`src/rtl/id_hazard_unit.sv`:
```
// id_hazard_unit
//   Load-use hazard detection and branch flush control for the ID stage.
//   A shadow copy of the ID/EX control fields (valid, load, rd) is kept so
//   that the instruction in ID can be compared against the load in EX.
//   On a hazard PC and IF/ID are frozen and ID/EX receives a bubble for
//   STALL_CYCLES cycles; a taken branch in MEM flushes IF/ID, ID/EX, EX/MEM.
//
// Parameters
//   STALL_CYCLES  bubbles per load-use hazard (1..7)
//
// Ports
//   CLK, RESET            clock (rising edge), asynchronous active-high reset
//   id_valid              ID holds a real instruction
//   id_rn, id_rm          source registers, id_uses_rn/id_uses_rm qualify them
//   id_mem_read           ID instruction is a load
//   id_reg_write          ID instruction writes id_rd
//   id_rd                 ID destination register
//   branch_taken          branch in MEM resolved taken this cycle
//   pc_write, ifid_write  load enables for PC and IF/ID
//   id_bubble             zero ID/EX control inputs this edge
//   ifid_flush            clear IF/ID valid this edge
//   exmem_flush           zero EX/MEM control fields this edge
//   stall_count           stall cycles seen, saturating
//   flush_count           taken-branch flushes seen, saturating
//
// Build option
//   HAZARD_STATS_EN  when defined, stall_count/flush_count are real
//                    saturating counters; otherwise both read 16'h0000.

module id_hazard_unit #(
    parameter int unsigned STALL_CYCLES = 1
) (
    input  logic        CLK,
    input  logic        RESET,
    input  logic        id_valid,
    input  logic [4:0]  id_rn,
    input  logic [4:0]  id_rm,
    input  logic        id_uses_rn,
    input  logic        id_uses_rm,
    input  logic        id_mem_read,
    input  logic        id_reg_write,
    input  logic [4:0]  id_rd,
    input  logic        branch_taken,
    output logic        pc_write,
    output logic        ifid_write,
    output logic        id_bubble,
    output logic        ifid_flush,
    output logic        exmem_flush,
    output logic [15:0] stall_count,
    output logic [15:0] flush_count
);

    typedef enum logic {
        ST_RUN,
        ST_STALL
    } state_t;

    localparam logic [2:0] STALL_INIT = 3'(STALL_CYCLES - 1);
    localparam logic [4:0] XZR        = 5'd31;

    state_t     state_q, state_d;
    logic [2:0] cnt_q, cnt_d;
    logic       ex_valid_q, ex_valid_d;
    logic       ex_mem_read_q, ex_mem_read_d;
    logic [4:0] ex_rd_q, ex_rd_d;

    logic hazard;
    logic stall_act;
    logic flush_act;

    // XZR is hard-wired zero, so a load targeting it never creates a dependency.
    always_comb begin
        hazard = id_valid && ex_valid_q && ex_mem_read_q && (ex_rd_q != XZR) &&
                 ((id_uses_rn && (id_rn == ex_rd_q)) ||
                  (id_uses_rm && (id_rm == ex_rd_q)));
    end

    // The first stall cycle is issued from RUN; STALL covers the remaining
    // STALL_CYCLES-1 cycles, so cnt holds the number of stall cycles left.
    always_comb begin
        state_d   = state_q;
        cnt_d     = cnt_q;
        stall_act = 1'b0;
        flush_act = 1'b0;
        case (state_q)
            ST_RUN: begin
                if (branch_taken) begin
                    flush_act = 1'b1;
                end else if (hazard) begin
                    stall_act = 1'b1;
                    cnt_d     = STALL_INIT;
                    state_d   = (STALL_INIT != 3'd0) ? ST_STALL : ST_RUN;
                end
            end
            ST_STALL: begin
                if (branch_taken) begin
                    flush_act = 1'b1;
                    cnt_d     = '0;
                    state_d   = ST_RUN;
                end else begin
                    stall_act = 1'b1;
                    cnt_d     = cnt_q - 3'd1;
                    if (cnt_q == 3'd1) begin
                        state_d = ST_RUN;
                    end
                end
            end
            default: begin
                state_d = ST_RUN;
                cnt_d   = '0;
            end
        endcase
    end

    always_comb begin
        if (RESET) begin
            pc_write    = 1'b1;
            ifid_write  = 1'b1;
            id_bubble   = 1'b0;
            ifid_flush  = 1'b0;
            exmem_flush = 1'b0;
        end else begin
            pc_write    = !stall_act;
            ifid_write  = !stall_act;
            id_bubble   = stall_act || flush_act;
            ifid_flush  = flush_act;
            exmem_flush = flush_act;
        end
    end

    // Shadow of what ID/EX captures; a bubble or flush leaves EX empty so the
    // stalled instruction cannot retrigger against the same load.
    always_comb begin
        ex_rd_d = ex_rd_q;
        if (id_bubble || branch_taken) begin
            ex_valid_d    = 1'b0;
            ex_mem_read_d = 1'b0;
        end else begin
            ex_valid_d    = id_valid;
            ex_mem_read_d = id_mem_read && id_reg_write;
            ex_rd_d       = id_rd;
        end
    end

    always_ff @(posedge CLK or posedge RESET) begin
        if (RESET) begin
            state_q       <= ST_RUN;
            cnt_q         <= '0;
            ex_valid_q    <= 1'b0;
            ex_mem_read_q <= 1'b0;
            ex_rd_q       <= '0;
        end else begin
            state_q       <= state_d;
            cnt_q         <= cnt_d;
            ex_valid_q    <= ex_valid_d;
            ex_mem_read_q <= ex_mem_read_d;
            ex_rd_q       <= ex_rd_d;
        end
    end

`ifdef HAZARD_STATS_EN
    logic [15:0] stall_cnt_q, stall_cnt_d;
    logic [15:0] flush_cnt_q, flush_cnt_d;

    always_comb begin
        stall_cnt_d = stall_cnt_q;
        flush_cnt_d = flush_cnt_q;
        if (stall_act && (stall_cnt_q != '1)) begin
            stall_cnt_d = stall_cnt_q + 16'd1;
        end
        if (branch_taken && (flush_cnt_q != '1)) begin
            flush_cnt_d = flush_cnt_q + 16'd1;
        end
    end

    always_ff @(posedge CLK or posedge RESET) begin
        if (RESET) begin
            stall_cnt_q <= '0;
            flush_cnt_q <= '0;
        end else begin
            stall_cnt_q <= stall_cnt_d;
            flush_cnt_q <= flush_cnt_d;
        end
    end

    assign stall_count = stall_cnt_q;
    assign flush_count = flush_cnt_q;
`else
    assign stall_count = '0;
    assign flush_count = '0;
`endif

endmodule

```
`config.mk`:
```
export PLATFORM = sky130hd
export DESIGN_NAME = id_hazard_unit
export DESIGN_NICKNAME = d
export VERILOG_FILES = /design/src/rtl/id_hazard_unit.sv
export SDC_FILE = /design/constraint.sdc
export NUM_CORES = 1
export LEC_CHECK = 0
export ABC_CLOCK_PERIOD_IN_PS = 3600
export CAP_MARGIN = 20
export CELL_PAD_IN_SITES_DETAIL_PLACEMENT = 0
export CELL_PAD_IN_SITES_GLOBAL_PLACEMENT = 1
export CORE_ASPECT_RATIO = 1.25
export CORE_MARGIN = 3
export CORE_UTILIZATION = 28
export DETAILED_ROUTE_END_ITERATION = 12
export PLACE_DENSITY = 0.85
export SLEW_MARGIN = 10
export SYNTH_ARGS = -nofsm -noshare
export SYNTH_HDL_FRONTEND = slang
export SYNTH_SLANG_ARGS = --single-unit
```
`constraint.sdc`:
```
create_clock -name CLK -period 3.6 [get_ports CLK]
set_input_delay 0.54 -clock CLK [delete_from_list [all_inputs] [get_ports CLK]]
set_output_delay 0.54 -clock CLK [all_outputs]
set_load 0.05 [all_outputs]
```
After elaboration in Yosys (flattened, before gate mapping)
Cells that the tools add are included.
{"block": "classes", "mux": 17, "n_eq_ne": 6, "add_sub_neg": 1, "bitwise_logic": 1, "n_reduce_logical": 12}
{"op": "1-bit 2-to-1 mux", "n": 11}
{"op": "5-bit == test", "n": 2}
{"op": "3-bit 2-to-1 mux", "n": 3}
{"op": "1-bit logical AND", "n": 7}
{"op": "3-bit one-hot mux with 2 select lines", "n": 1}
{"op": "5-bit != test, second input constant", "n": 1}
{"op": "2-bit != test, second input constant", "n": 2}
{"op": "1-bit one-hot mux with 2 select lines", "n": 2}
{"op": "3-bit by 1-bit == test with 1-bit output, second input constant", "n": 1}
{"op": "1-bit logical OR", "n": 3}
{"op": "3-bit by 1-bit subtractor with 3-bit output, second input constant", "n": 1}
{"op": "2-bit AND reduction", "n": 1}
{"op": "1-bit zero test", "n": 1}
{"op": "1-bit inverter", "n": 1}
{"block": "word_totals", "input_bits": 23, "regBits": 11, "elab_cells": 42, "output_inout_bits": 37}

Depth between registers and ports, before layout
Gate-level depths: netlist of run 1.
{"block": "depth", "word_depth": 11, "mapped_depth": 6}

Worst setup path before layout of run 1
OpenSTA, ideal clock, no wires.
{"block": "synth_timing", "path_type": "in2out", "from": "in id_rm[2]", "to": "out id_bubble", "setup_slack_ps": 912, "path_stages": 5, "t_arrival_ps": 2148, "path_buffers": 0, "required_ps": 3060, "path_cell_list": "xor2_1 nor4_2 a32oi_2 nand2b_4 a21oi_1"}
{"block": "synth_via", "elab_chain_cells": 9}
{"item": "from (decl)", "line": "37", "source": "input logic [4:0] id_rm,"}
{"item": "5-bit == test", "line": "75", "source": "(id_uses_rm && (id_rm == ex_rd_q)));"}
{"item": "1-bit logical AND", "line": "75"}
{"item": "1-bit logical OR", "line": "74", "source": "((id_uses_rn && (id_rn == ex_rd_q)) ||"}
{"item": "1-bit logical AND", "line": "73", "source": "hazard = id_valid && ex_valid_q && ex_mem_read_q && (ex_rd_q != XZR) &&"}
{"item": "1-bit 2-to-1 mux", "line": "89", "source": "end else if (hazard) begin"}
{"item": "1-bit 2-to-1 mux", "line": "87", "source": "if (branch_taken) begin"}
{"item": "1-bit one-hot mux with 2 select lines", "line": "85", "source": "case (state_q)"}
{"item": "1-bit logical OR", "line": "125", "source": "id_bubble = stall_act || flush_act;"}
{"item": "1-bit 2-to-1 mux", "line": "116", "source": "if (RESET) begin"}
{"item": "to (decl)", "line": "46", "source": "output logic id_bubble,"}
No other way between the ends.

Final worst setup path of run 1
{"block": "layout_timing", "from": "in id_valid", "to": "out pc_write"}
{"block": "layout_via", "elab_chain_cells": 9}
{"item": "from (decl)", "line": "35", "source": "input logic id_valid,"}
{"item": "1-bit logical AND (4 in a row)", "line": "73"}
{"item": "1-bit 2-to-1 mux", "line": "89"}
{"item": "1-bit 2-to-1 mux", "line": "87"}
{"item": "1-bit one-hot mux with 2 select lines", "line": "85"}
{"item": "1-bit zero test", "line": "123", "source": "pc_write = !stall_act;"}
{"item": "1-bit 2-to-1 mux", "line": "116"}
{"item": "to (decl)", "line": "44", "source": "output logic pc_write,"}
No other way between the ends.

==> metrics, run 1 <==
post-synthesis average cell area 8.42 µm²; Placer Congestion around 0.8; Least-Margin Pin Slew between 0.5 and 0.6 ns; Layout Utilization 0.368; fin crit share 0.787; status finished, final reports clean; leakage power 0.570 nW; startpoint types primary input; vias in the first global route about 760; crit path kind primary input to output pin; share of cells above drive strength 1 0.0608; max cap viols 0; Cell variety after synth 34; CP max stage delay 0.48 ns; Initial DRC Count 29; wire per inst roughly 13 µm; Core Area between 3000 and 4000 µm²; Worst EP arrival between 2 and 2.5 ns; die area between 4000 and 5000 µm²; Fin. Hold Viols 0; routed vias ~840; worst setup margin between 0.7 and 0.8 ns; die width ~60 µm; Final ANT Viol Nets 0; Cell Area, Placed between 1000 and 1500 µm²; most common cell after layout, fill and taps aside conb_1; Peak Freq approximately 350 MHz; I/O Pins 60; grt ovf 0; Overall Power 0.424 mW; Final min period roughly 2.8 ns; via/cell ratio 4.51; FFs w/ async S/R, synth 1.00; largest net degree at the start of global routing 18; peak supply drop 0.199 mV; PD cells between 300 and 400 nW/µm²; crit path launch id_valid; sequential fraction of the synthesis area 0.270; commonest cells after routing, fill and taps aside 32 x conb_1, 24 x clkdlybuf4s50_1, 15 x nand2_1, 11 x dfrtp_1, 8 x xor2_1; synth-to-layout area growth 20.8%; post-cts sizing count 0; Critical Path Fanout Max 5; Yosys warning total 0; number of port buffers 27; # setup viols final 0; post-placement cell count between 150 and 200; Cell Rows 23; Layout Skew about 0.0046 ns; nets about 170; DRT Pass-1 Iters 2; CTS Hold Bufs 0; Num Clock Sinks 11; Pins Over Slew Limit 0; total setup buffers inserted after CTS 0; H-tree depth 1; worst skew pair latency approximately 0.23 ns; Mapped Cells around 120; CTS tree yes; Fin Hold WS ~0.56 ns; #FFs+latches synth 11; predominant post-synthesis flop cell dfrtp_1; setup TNS 0 ns; DRC Markers 0; crit path capture type output pin; RSZ-0062 raised after global routing no; first-pass GRT wire length roughly 3300 µm; gr usage total 0.0994; Post-Syn Area 1020 µm²; CTS root buf clkbuf_8; FF-to-FF Start ex_rd_q[2]; Worst Hold Class flip-flop to flip-flop; Critical Path, Cell by Cell clkdlybuf4s50_1 > nand3_1 > a31oi_1 > inv_1 > o21ai_1 > nand2_1 > buf_4; Post-synth EDFFs 0; Post-DP HPWL around 1900 µm; clock-pin slew of the registers on the worst-case setup and hold paths 0.05 ns; Hold Crit Start cnt_q[0]; Max-slew headroom 0.625; final wirelength around 2300 µm; slowest CP cell clkdlybuf4s50_1; Num CTS Buffers 3; initial antenna violation count 0; post-place setup slack slightly below 0.8 ns; n_diodes 0; fin area 1230 µm²; initial core utilization 0.305; clk buf depth 2; Post-Layout Cell Count 185; critical path required time around 3.1 ns; Vert. Die Dim between 70 and 80 µm
cell families after synthesis:
family,share of synthesized area
and+or+nand+nor,0.150
buffers and inverters,0.280
DFF,0.270
other,0.00368
xor gates and xnor gates,0.0946
adders and majority gates,0.0246
AOI/OAI and AO/OA,0.177
worst paths after layout:
kind                            endpoint  slack, ns  cells after the start
setup / recovery                pc_write       0.77                      7
hold / removal                  cnt_q[0]       0.56                      1
setup reg to reg                cnt_q[1]       1.73                      5
hold reg to reg                 cnt_q[0]       0.56                      1
max in group asynchronous     ex_rd_q[1]       2.35                      2
min in group asynchronous  ex_mem_read_q       0.88                      2
registers in the layout (all words and copies together), names as in the netlist:
| register | flops |
|---|---|
| ex_mem_read_q | 1 |
| ex_rd_q | 5 |
| ex_valid_q | 1 |
| cnt_q | 3 |
| state_q | 1 |
cells in the mapped netlist (2+ instances only):
cell	n	share of area
buf_4	34	0.25
o21ai_0	3	0.015
xnor2_1	3	0.026
xor2_1	8	0.069
nand2_1	15	0.055
dfrtp_1	11	0.27
ha_1	2	0.025
o211ai_1	4	0.029
nor2_1	2	0.0074
a31oi_1	4	0.025
o32ai_1	2	0.017
a21oi_1	3	0.015
inv_1	7	0.026
nand2b_1	2	0.012
nor2b_1	2	0.012
critical path: cells and delay by family:
family                 cells  cell delay [ns]
AND/OR/NAND/NOR            2             0.21
AO/OA/AOI/OAI              2             0.68
buffers and inverters      3             0.86
report_power, final:
part	internal [mW]	leakage, nW	total [mW]	switching [mW]
Sequential	0.132	0.122	0.143	0.0113
Combinational	0.0467	0.425	0.161	0.114
Clock	0.0775	0.0228	0.120	0.0429
cell type report:
class | instances | area, µm²
Sequential cell | 11 | 275
Tap cell | 37 | 46.3
Inverter | 7 | 26.3
Clock buffer | 4 | 45.0
Multi-Input combinational cell | 99 | 574
Fill cell | 360 | 2110
Timing Repair Buffer | 27 | 263
routing by layer:
layer | global-route usage | vias to the layer above | wire, µm
met5 | 0 | - | 0
met4 | 0.0369 | 0 | 8
met3 | 0.0246 | 2 | 221
met2 | 0.183 | 42 | 1250
met1 | 0.106 | 390 | 853
li1 | - | 401 | -
Power figures use the tool's default switching activity.
==> run 2: changes to the inputs <==
ABC_CLOCK_PERIOD_IN_PS = 2800   (was 3600)
CORE_UTILIZATION = 26   (was 28)
PLACE_DENSITY = 0.8   (was 0.85)
clock period = 2.8 ns   (was 3.6 ns; I/O delays follow)
==> metrics, run 2 (synthesis gave the netlist of run 1 again) <==
worst skew pair latency 0.24 ns (about the same); fin crit share 0.919; Least-Margin Pin Slew 0.575 ns (+0.0123 ns); Num Clock Sinks 11 (unchanged); largest net degree at the start of global routing 17 (-1); via/cell ratio 4.15 (-8.0%); Pins Over Slew Limit 0 (unchanged); n_diodes 0 (unchanged); CTS tree yes; number of port buffers 27 (unchanged); PD cells 434 nW/µm² (+26%); most common cell after layout, fill and taps aside conb_1; Final min period 2.57 ns; wire per inst 12.0 µm (-4.8%); initial core utilization 0.280 (-0.0248); Initial DRC Count 21 (-28%); leakage power 0.591 nW (+3.7%); status finished, final reports clean; Peak Freq about 390 MHz; vias in the first global route 831 (+9.8%); peak supply drop 0.298 mV (+50%); routed vias 843 (+0.96%); Vert. Die Dim 76.0 µm (+3.5%); Worst EP arrival 2.15 ns (-0.14 ns); post-cts sizing count 0 (unchanged); final wirelength 2430 µm (+4.5%); area of the multi-input gates 574 µm² (unchanged); Cell Rows 24 (+4.3%); clock-pin slew of the registers on the worst-case setup and hold paths 0.05 ns (about the same); synth-to-layout area growth 25.6%; biggest regs ex_rd_q: 5 flops, cnt_q: 3 flops; RSZ-0062 raised after global routing no; critical path required time 2.38 ns (-0.68 ns); CTS Hold Bufs 0 (unchanged); Placer Congestion 0.864 (+4.9%); first-pass GRT wire length 3750 µm (+13%); startpoint types primary input; crit path capture type output pin; fill count 392 (+8.9%); die area 4710 µm² (+7.0%); Max-slew headroom 0.616 (-0.00920); max cap viols 0 (unchanged); setup TNS 0 ns (unchanged); Largest Register ex_rd_q; # setup viols final 0 (unchanged); CTS root buf clkbuf_8; nets 177 (+1.7%); Core Area 3630 µm² (+8.8%); share of cells above drive strength 1 0.0927 (+0.0319); die width 62.0 µm (+3.4%); initial antenna violation count 0 (unchanged); Cell Area, Placed 1230 µm² (+4.1%); max reg flops 5 (unchanged); gr usage total 0.102 (+0.00217); total setup buffers inserted after CTS 0 (unchanged); I/O Pins 60 (unchanged); Critical Path Fanout Max 6 (+1); DRT Pass-1 Iters 4 (+2); Fin. Hold Viols 0 (unchanged); fin area 1280 µm² (+4.0%); DRC Markers 0 (unchanged); Post-DP HPWL 1980 µm (+4.0%); register area 275 µm² (unchanged); Final ANT Viol Nets 0 (unchanged); grt ovf 0 (unchanged); Num CTS Buffers 3 (unchanged); Worst Hold Class flip-flop to flip-flop; crit path kind primary input to output pin; Layout Skew 0.00316 ns (-0.00142 ns); clk buf depth 2 (unchanged); H-tree depth 1 (unchanged); commonest cells after routing, fill and taps aside 32 x conb_1, 22 x clkdlybuf4s50_1, 15 x nand2_1, 11 x dfrtp_1, 8 x xor2_1
==> run 2: cell types whose count changed in the layout (fill, tap and decap cells not counted) <==
cell and delta:
buf_12 +1, buf_4 +4, clkdlybuf4s50_1 -2
==> run 2: worst max-delay path, stage by stage <==
cell	delay [ns]
clkdlybuf4s50_1	0.42
xor2_1	0.16
nor4_2	0.32
a32oi_2	0.21
nand2b_4	0.21
a21oi_1	0.25
buf_12	0.18
==> run 2: metal layers <==
metal / routed length, µm / global-route usage
met3: 194 / 0.0220
met1: 964 / 0.119
met4: 17 / 0.0255
met5: 0 / 0
met2: 1260 / 0.178
==> run 2: metrics by stage <==
step | hold slack, ns | utilization | std cells | setup slack [ns] | total power [mW]
global route | 0.545 | 0.352 | 203 | 0.0836 | 0.580
floorplan | 0.322 | - | 152 | 0.329 | 0.375
detailed placement | 0.531 | 0.340 | 199 | 0.232 | 0.397
CTS | 0.538 | 0.352 | 203 | 0.218 | 0.559
finish | 0.535 | 0.352 | 203 | 0.226 | 0.555
global placement | 0.509 | 0.340 | 199 | 0.246 | 0.392
==> run 2: report_power, final <==
group          internal [mW]  total, mW  switching, mW
Clock                  0.100      0.160         0.0600
Combinational         0.0633      0.209          0.146
Sequential             0.170      0.185         0.0160
==> run 2: layout make-up <==
| class | count | area share |
|---|---|---|
| flip-flops and latches | 11 | 0.215 |
| multi-input cells | 99 | 0.449 |
| repair buffers | 30 | 0.229 |
| well taps | 52 | 0.0509 |
| clock buffers | 4 | 0.0352 |
| inverters | 7 | 0.0205 |
==> run 2: worst paths after layout <==
path                       slack, ns  startpoint          to  cells past startpoint
max                             0.23    id_rm[2]   id_bubble                      7
min                             0.54    cnt_q[0]    cnt_q[0]                      1
max reg2reg                     1.00  ex_rd_q[2]    cnt_q[2]                      5
min reg2reg                     0.54    cnt_q[0]    cnt_q[0]                      1
max in group asynchronous       1.93       RESET  ex_valid_q                      3
min in group asynchronous       0.70       RESET    cnt_q[1]                      3
==> run 3: changes to the inputs <==
REMOVE_ABC_BUFFERS = 1   (was not set)
==> metrics, run 3 (synthesis gave the netlist of run 1 again) <==
post-cts sizing count 0 (unchanged); Num CTS Buffers 3 (unchanged); status finished, final reports clean; Fin. Hold Viols 0 (unchanged); Final ANT Viol Nets 0 (unchanged); CTS root buf clkbuf_8; P_int 0.332 mW (-0.33%); biggest regs ex_rd_q: 5 flops, cnt_q: 3 flops; Cell Rows 24 (unchanged); most common cell after layout, fill and taps aside conb_1; H-tree depth 1 (unchanged); Worst EP arrival 2.21 ns (+0.06 ns); routed vias 831 (-1.4%); share of cells above drive strength 1 0.0867 (-0.00605); die width 62.0 µm (unchanged); Layout Skew 0.00460 ns (+0.00144 ns); Final min period 2.63 ns (+0.0552 ns); fill count 391 (-0.26%); vias in the first global route 793 (-4.6%); Sw Share 0.397 (-0.00300); Num Clock Sinks 11 (unchanged); fin crit share 0.939 (+0.0197); DRC Markers 0 (unchanged); crit path launch id_rm[2]; largest net degree at the start of global routing 17 (unchanged); part of the power in registers 0.337 (+0.003); peak supply drop 0.277 mV (-7.2%); critical path required time 2.38 ns (about the same); clk buf depth 2 (unchanged); leakage power 0.587 nW (-0.71%); Vert. Die Dim 76.0 µm (unchanged); Comb power frac 0.379 (+0.002); worst setup margin 0.171 ns (-0.0552 ns); initial antenna violation count 0 (unchanged); final wirelength 2310 µm (-5.0%); total setup buffers inserted after CTS 0 (unchanged); Pins Over Slew Limit 0 (unchanged); Fin Hold WS 0.534 ns (-0.00125 ns); Peak Freq 380 MHz (-2.1%); crit path kind primary input to output pin; startpoint types primary input; DRT Pass-1 Iters 4 (unchanged); commonest cells after routing, fill and taps aside 32 x conb_1, 22 x clkdlybuf4s50_1, 15 x nand2_1, 11 x dfrtp_1, 8 x xor2_1; setup TNS 0 ns (unchanged); switching pwr 0.219 mW (-1.6%); worst skew pair latency 0.23 ns (about the same); Worst Hold Class flip-flop to flip-flop; I/O Pins 60 (unchanged); number of port buffers 27 (unchanged); initial core utilization 0.280 (unchanged); FF-to-FF Start ex_rd_q[2]; # setup viols final 0 (unchanged); post-place setup slack 0.176 ns (-0.0562 ns); via/cell ratio 4.11 (-0.94%); synth-to-layout area growth 24.8%; CTS Hold Bufs 0 (unchanged); max reg flops 5 (unchanged); Critical Path, Cell by Cell clkdlybuf4s50_1 > xor2_1 > nor4_2 > a32oi_2 > nand2b_4 > a21oi_1 > buf_12; Critical Path Fanout Max 8 (+2); Layout Utilization 0.350 (-0.00207); grt ovf 0 (unchanged); CP max stage delay 0.42 ns (about the same); Least-Margin Pin Slew 0.556 ns (-0.0190 ns); Post-DP HPWL 1880 µm (-5.0%); max cap viols 0 (unchanged); first-pass GRT wire length 3630 µm (-3.3%); nets 176 (-0.56%); gr usage total 0.0970 (-0.00464); die area 4710 µm² (unchanged); wire per inst 11.4 µm (-4.5%); clock-pin slew of the registers on the worst-case setup and hold paths 0.05 ns (about the same); Buf+Inv Stages, Crit Path 2 (unchanged); Initial DRC Count 18 (-14%); Placer Congestion 0.808 (-6.4%); clock network power share 0.285 (-0.003); Core Area 3630 µm² (unchanged); PD cells 433 nW/µm² (-0.25%); crit path capture type output pin; Largest Register ex_rd_q; n_diodes 0 (unchanged); RSZ-0062 raised after global routing no; CTS tree yes; delay-heaviest family, CP buffers and inverters; Overall Power 0.550 mW (-0.83%); slowest CP cell clkdlybuf4s50_1; Hold Crit Start cnt_q[0]; Max-slew headroom 0.628 (+0.0127)
-- run 3: worst paths after layout --
check                             end  slack, ns  cells after the start
max                         id_bubble       0.17                      7
min in group asynchronous    cnt_q[0]       0.70                      3
max in group asynchronous  ex_rd_q[4]       1.93                      3
min reg2reg                  cnt_q[0]       0.53                      1
min                          cnt_q[0]       0.53                      1
max reg2reg                  cnt_q[2]       0.90                      5
-- run 3: layout make-up --
cell class | count | area (µm²) | area share
timing repair buffer | 29 | 285 | 0.224
tap | 52 | 65.1 | 0.0512
multi-input combinational | 99 | 574 | 0.452
sequential | 11 | 275 | 0.217
clock buffer | 4 | 45.0 | 0.0354
inverter | 7 | 26.3 | 0.0207
-- run 3: stage by stage --
step | instances | cell area [µm²]
CTS | 202 | 1270
detailed placement | 198 | 1230
global route | 202 | 1270
finish | 202 | 1270
global placement | 198 | 1230
floorplan | 117 | 876
-- run 3: worst reg2reg max path, stage by stage, from the launching register on --
cell and delay, ns:
dfrtp_1 0.45, xor2_1 0.20, nor4_2 0.32, a32oi_2 0.25, nor3_1 0.41, o32ai_1 0.13
-- run 3: power groups by stage --
| stage | Sequential [mW] | Clock (mW) | Combinational (mW) |
|---|---|---|---|
| final | 0.185 | 0.157 | 0.208 |
| after global routing | 0.187 | 0.171 | 0.222 |
| after CTS | 0.185 | 0.162 | 0.209 |
| after detailed placement | 0.188 | 0 | 0.208 |
| after global placement | 0.187 | 0 | 0.205 |
| after floorplan | 0.183 | 0 | 0.154 |
-- run 3: metal layers --
metal | GRT usage | wire (µm) | vias to the layer above
met3 | 0.0390 | 234 | 0
met4 | 0.0127 | 0 | 0
li1 | - | - | 405
met2 | 0.166 | 1160 | 44
met1 | 0.112 | 915 | 382
met5 | 0 | 0 | -
